$ cat src/rtl/cgra_config_receiver.sv
// Serial-to-parallel receiver for the CGRA configuration bitstream: shifts bits into a shadow
// register and commits the whole word on the configurator's done edge. Optional macro: CFG_RX_PARITY_EN.
module cgra_config_receiver #(
    parameter int NUM_BITS = 816
) (
    input  logic                clock_i,
    input  logic                reset_n_i,
    input  logic                bit_valid_i,
    input  logic                bitstream_i,
    input  logic                cfg_done_i,
    input  logic                clear_i,
    output logic [NUM_BITS-1:0] config_out_o,
    output logic                config_valid_o,
    output logic                busy_o,
    output logic [1:0]          error_o,
    output logic [31:0]         bit_count_o
);

`ifdef CFG_RX_PARITY_EN
    localparam int STREAM_LEN = NUM_BITS + 1;
`else
    localparam int STREAM_LEN = NUM_BITS;
`endif

    typedef enum logic [1:0] {
        S_IDLE,
        S_SHIFT,
        S_WAIT_DONE,
        S_ERROR
    } state_t;

    state_t              state_q;
    logic [NUM_BITS-1:0] shreg_q, shreg_d;
    logic [NUM_BITS-1:0] config_out_q;
    logic                config_valid_q;
    logic                busy_q;
    logic [1:0]          error_q;
    logic [31:0]         bit_count_q, count_d;
    logic                done_q;

    logic accept, done_edge, full, shift_en, finish, parity_bad;

`ifdef CFG_RX_PARITY_EN
    logic par_err_q, par_err_d;
`endif

    always_comb begin
        accept    = bit_valid_i && (state_q == S_IDLE || state_q == S_SHIFT);
        done_edge = cfg_done_i && !done_q;

        count_d = bit_count_q;
        if (accept) begin
            count_d = (state_q == S_IDLE) ? 32'd1 : bit_count_q + 32'd1;
        end
        full = (count_d == 32'(STREAM_LEN));

`ifdef CFG_RX_PARITY_EN
        // The trailing parity bit is checked on arrival but never enters the shadow register.
        shift_en  = accept && !full;
        par_err_d = par_err_q;
        if (accept && full) begin
            par_err_d = ^{shreg_q, bitstream_i};
        end
        parity_bad = par_err_d;
`else
        shift_en   = accept;
        parity_bad = 1'b0;
`endif

        shreg_d = shreg_q;
        if (shift_en) begin
            shreg_d = {shreg_q[NUM_BITS-2:0], bitstream_i};
        end

        // Uses the post-accept count, so a final bit arriving with the done edge commits at once.
        finish = done_edge && full && (state_q != S_ERROR)
                 && !(state_q == S_WAIT_DONE && bit_valid_i);
    end

    always_ff @(posedge clock_i or negedge reset_n_i) begin
        if (!reset_n_i) begin
            state_q        <= S_IDLE;
            shreg_q        <= '0;
            config_out_q   <= '0;
            config_valid_q <= 1'b0;
            busy_q         <= 1'b0;
            error_q        <= 2'd0;
            bit_count_q    <= 32'd0;
            done_q         <= 1'b0;
`ifdef CFG_RX_PARITY_EN
            par_err_q      <= 1'b0;
`endif
        end else begin
            done_q <= cfg_done_i;
            if (clear_i) begin
                state_q     <= S_IDLE;
                busy_q      <= 1'b0;
                error_q     <= 2'd0;
                bit_count_q <= 32'd0;
            end else if (state_q != S_ERROR) begin
                shreg_q     <= shreg_d;
                bit_count_q <= count_d;
`ifdef CFG_RX_PARITY_EN
                par_err_q   <= par_err_d;
`endif
                if (state_q == S_WAIT_DONE && bit_valid_i) begin
                    state_q <= S_ERROR;
                    error_q <= 2'd2;
                    busy_q  <= 1'b0;
                end else if (finish && parity_bad) begin
                    state_q <= S_ERROR;
                    error_q <= 2'd3;
                    busy_q  <= 1'b0;
                end else if (finish) begin
                    config_out_q   <= shreg_d;
                    config_valid_q <= 1'b1;
                    bit_count_q    <= 32'd0;
                    state_q        <= S_IDLE;
                    busy_q         <= 1'b0;
                end else if (done_edge) begin
                    state_q <= S_ERROR;
                    error_q <= 2'd1;
                    busy_q  <= 1'b0;
                end else if (full) begin
                    state_q <= S_WAIT_DONE;
                    busy_q  <= 1'b1;
                end else if (accept) begin
                    state_q <= S_SHIFT;
                    busy_q  <= 1'b1;
                end
            end
        end
    end

    assign config_out_o   = config_out_q;
    assign config_valid_o = config_valid_q;
    assign busy_o         = busy_q;
    assign error_o        = error_q;
    assign bit_count_o    = bit_count_q;

endmodule

$ cat config.mk
export PLATFORM = sky130hd
export DESIGN_NAME = cgra_config_receiver
export DESIGN_NICKNAME = d
export VERILOG_FILES = /design/src/rtl/cgra_config_receiver.sv
export SDC_FILE = /design/constraint.sdc
export NUM_CORES = 2
export LEC_CHECK = 0
export CAP_MARGIN = 15
export CORE_MARGIN = 1.5
export CORE_UTILIZATION = 45
export DETAILED_ROUTE_END_ITERATION = 7
export PLACE_DENSITY = 0.69
export SLEW_MARGIN = 20
export SYNTH_ARGS = -nofsm -noshare
export SYNTH_HDL_FRONTEND = slang
export SYNTH_SLANG_ARGS = --single-unit
$ cat constraint.sdc
create_clock -name clock_i -period 3.2 [get_ports clock_i]
set_clock_uncertainty 0.2 [all_clocks]
set_input_delay 0.64 -clock clock_i [delete_from_list [all_inputs] [get_ports clock_i]]
set_output_delay 0.64 -clock clock_i [all_outputs]
set_load 0.01 [all_outputs]
==> flow_metrics.py <==
metrics = {
    "clock_tree": {
        "cts_root_buffer": "clkbuf_16",
        "cts_tree": "yes",
        "cts.sinks": 1671,
        "worstSkewPairLatency_ps": 790,
        "clock_path_buffers": 3,
        "h-tree-depth": 4,
        "clk_pin_slew_ps": 60,
        "cts_buffers": 170,
    },
    "critical_path": {
        "crit_type": "reg2reg",
        "cp_cell_sequence": "buf_6 > nand3b_4 > or4_4 > or4_4 > mux2i_1 > o21a_1 > o31ai_4 > nand4_4 > buf_12 > buf_12 > nand2_1 > o21ai_0",
        "crit_fanout": 108,
        "cp.arrival_ps": 3930,
        "cp_slowest_stage_delay_ps": 510,
        "required_ps": 3640,
        "critPathSlowestCell": "or4_4",
        "reg2reg_to": "config_out_o[45]",
        "r2r_setup_slack_ps": -290,
        "r2r_cells": 12,
        "start_kind": "flop",
        "end_kind": "flop",
        "reg2reg_from": "bit_count_o[0]",
    },
    "detailed_routing": {
        "routed-via-count": 46000,
        "routedWlPerCell_um": 20.3,
        "drt_first_pass_iters": 5,
        "viasPerCell": 5.26,
        "ant_nets": 0,
        "drt_iter0_markers": 2376,
        "post-route-drc-count": 0,
        "drt-total-wl_um": 177000,
    },
    "final_layout": {
        "post-route-util": 0.573,
        "fin_nets": 6574,
        "nFillCells": 12600,
        "diodes": 0,
        "multiInputGateArea_mm2": 0.0263,
        "drive_gt1_frac": 0.212,
        "seq_area_mm2": 0.0418,
        "area_delta_synth_final_pct": 26.2,
    },
    "global_route": {
        "grt_pass1_vias": 46500,
        "grt.met3_usage": 0.0446,
        "gr-total-overflow": 0,
        "grt_pass1_wl_um": 274000,
        "grt_max_degree": 133,
        "grt_usage": 0.221,
        "met1_usage": 0.287,
        "antenna_found_initial": 0,
        "grt.busiest_layer": "met2",
        "use_met2": 0.362,
    },
    "timing": {
        "drv_slew": 0,
        "tightest_slew_ps": 1140,
        "finalHoldViolations": 0,
        "period_minus_slack_ps": 3490,
        "rsz0062_at_grt": "true",
        "fmax_ghz": 0.287,
        "slew_headroom": 0.240,
        "fin_tns_setup_ps": -145480,
        "worst_slack_ps": -285,
        "setup_viol": 839,
        "holdWs_ps": 139,
        "min_period_over_period": 1.09,
    },
    "min_path": {
        "hp-start": "cfg_done_i",
        "whs_path_depth": 1,
        "holdPathEnd": "done_q",
        "hold_class": "in2reg",
    },
    "logic_synthesis": {
        "synth_edf_count": 0,
        "netlist_instances": 5617,
        "synth_area_mm2": 0.0701,
        "yosysSeqAreaShare": 0.597,
        "ys_seq_elements": 1671,
        "synth.distinct_cells": 54,
        "synth_nets": 5624,
        "yosysWarnings": 0,
        "synth_top_flop_cell": "dfrtp_1",
        "avgSynthCellArea_um2": 12.5,
        "synthArstFlopShare": 1.00,
    },
    "power": {
        "total_power_mw": 43.4,
        "leakage_nw": 40.5,
        "max-vdd-ir-drop_uv": 420,
        "powerDensity_mw_per_mm2": 491,
    },
    "run_status": {
        "status": "finished with violations",
        "violations": "setup timing",
    },
    "die": {
        "rows": 144,
        "die_w_um": 398,
        "initial_utilization": 0.454,
        "die-height_um": 398,
        "dieArea_mm2": 0.158,
        "ios": 858,
        "fp.coreArea_mm2": 0.154,
    },
    "flow_run": {
        "maxCapViolations": 0,
    },
    "placement": {
        "dp_hpwl_um": 124000,
        "gp_congestion": 0.887,
        "io_buffers": 857,
    },
}
cell usage in the layout, fill, tap and decap left out, drive strengths merged, types with 2 or more instances in the layout:
cell,n
dfrtp,1671
a21oi,16
or4,4
a41oi,2
o21ai,835
buf,302
clkdlybuf4s50,856
nand4,24
nand4b,2
inv,17
o41ai,2
clkinvlp,5
nand2,857
nand2b,10
nor3,11
mux2,817
mux2i,823
a211oi,2
clkinv,37
a31oi,12
xnor2,5
a21o,5
a22o,4
nor2b,2
nand3b,3
and3,4
o31ai,2
clkbuf,251
nor2,29
bufinv,10
xor2,6
or2,3
nor4,17
nand3,25
or3,4
o21a,4
nor3b,4
and2,5
metal layers:
metal  part of all wire  routed length (um)
met1               0.43               76100
met2               0.48               85700
met3              0.049                8660
met4              0.040                7030
met5                  0                   0
sequential cells by signal, summed over array words and instances (netlist names):
signal          cells
done_q              1
config_valid_o      1
shreg_q           816
state_q             2
error_o             2
busy_o              1
config_out_o      816
bit_count_o        32
layout make-up:
| type | instances | share of cell area |
|---|---|---|
| flip-flops and latches | 1671 | 0.473 |
| repair buffers | 1163 | 0.135 |
| clock inverters | 57 | 0.00794 |
| well taps | 2044 | 0.0289 |
| clock buffers | 247 | 0.0567 |
| inverters | 12 | 0.000509 |
| multi-input cells | 3549 | 0.298 |
worst max-delay path, delay by kind of cell, from the launching register on:
| kind | cells | cell delay (ps) |
|---|---|---|
| AO/OA/AOI/OAI | 3 | 590 |
| buffers and inverters | 3 | 540 |
| flip-flops | 1 | 400 |
| multiplexers | 1 | 140 |
| AND/OR/NAND/NOR | 5 | 1360 |
repair_timing:
item	CTS	global route
pin swaps	2	2
hold endpoints to repair	46	0
gates cloned	0	5
resized for setup	40	15
buffers inserted	2	1
endpoints found under the setup margin	844	846
hold buffers	1	0
synthesized netlist by cell type (2+ instances only):
cell	count	area share
o41ai_1	2	0.00025
a22o_1	4	0.00050
mux2_2	817	0.13
a211oi_1	2	0.00021
nand4b_1	2	0.00025
buf_6	59	0.0095
o21ai_0	335	0.024
nand3_1	25	0.0018
buf_1	5	0.00027
a31oi_1	12	0.0011
nor4_2	2	0.00036
nor4_1	14	0.0013
nor3b_1	4	0.00043
clkbuf_1	269	0.014
or4_4	2	0.00032
mux2i_1	823	0.12
or4_1	2	0.00021
nand4_1	22	0.0020
nand3b_1	2	0.00021
nand4_2	2	0.00036
buf_2	52	0.0037
xnor2_1	5	0.00063
nor3_1	11	0.00079
nor2_1	29	0.0016
and3_1	4	0.00036
nand2_1	857	0.046
a41oi_1	2	0.00025
inv_1	12	0.00064
nand2b_1	10	0.00089
o21ai_1	500	0.036
a21oi_1	15	0.0011
o21a_1	4	0.00043
dfrtp_1	1671	0.60
or2_2	3	0.00027
and2_1	5	0.00045
xor2_1	6	0.00075
or3_1	4	0.00036
a21o_1	5	0.00054
nor2b_1	2	0.00018
worst max-delay path by stage:
stage                     slack (ps)            from                 to
final                           -290  bit_count_o[0]   config_out_o[45]
after global routing            -430  bit_count_o[0]   config_out_o[32]
after CTS                       -260  bit_count_o[0]  config_out_o[565]
after detailed placement        -990     bit_valid_i   config_out_o[36]
after global placement         -1030     bit_valid_i  config_out_o[126]
after floorplan                 -220     bit_valid_i  config_out_o[645]
stage by stage:
stage	setup slack, ps	area (um^2)	std cells
floorplan	-218	70100	5617
global placement	-1030	82400	8430
detailed placement	-992	82400	8430
CTS	-257	88300	8737
global route	-428	88400	8743
finish	-285	88400	8743
report_power, final:
part,switching [mW],internal [mW]
Sequential,0.0834,21.2
Clock,8.42,11.7
Combinational,1.17,0.790
cells by family after synthesis:
group                      share of synthesized area
xor gates and xnor gates                     0.00138
AOI/OAI and AO/OA                             0.0655
buffers and inverters                         0.0285
DFF                                            0.597
and+or+nand+nor                               0.0586
adders and majority gates                   0.000179
muxes                                          0.249
Note: power is estimated with default switching activity, not from simulation.
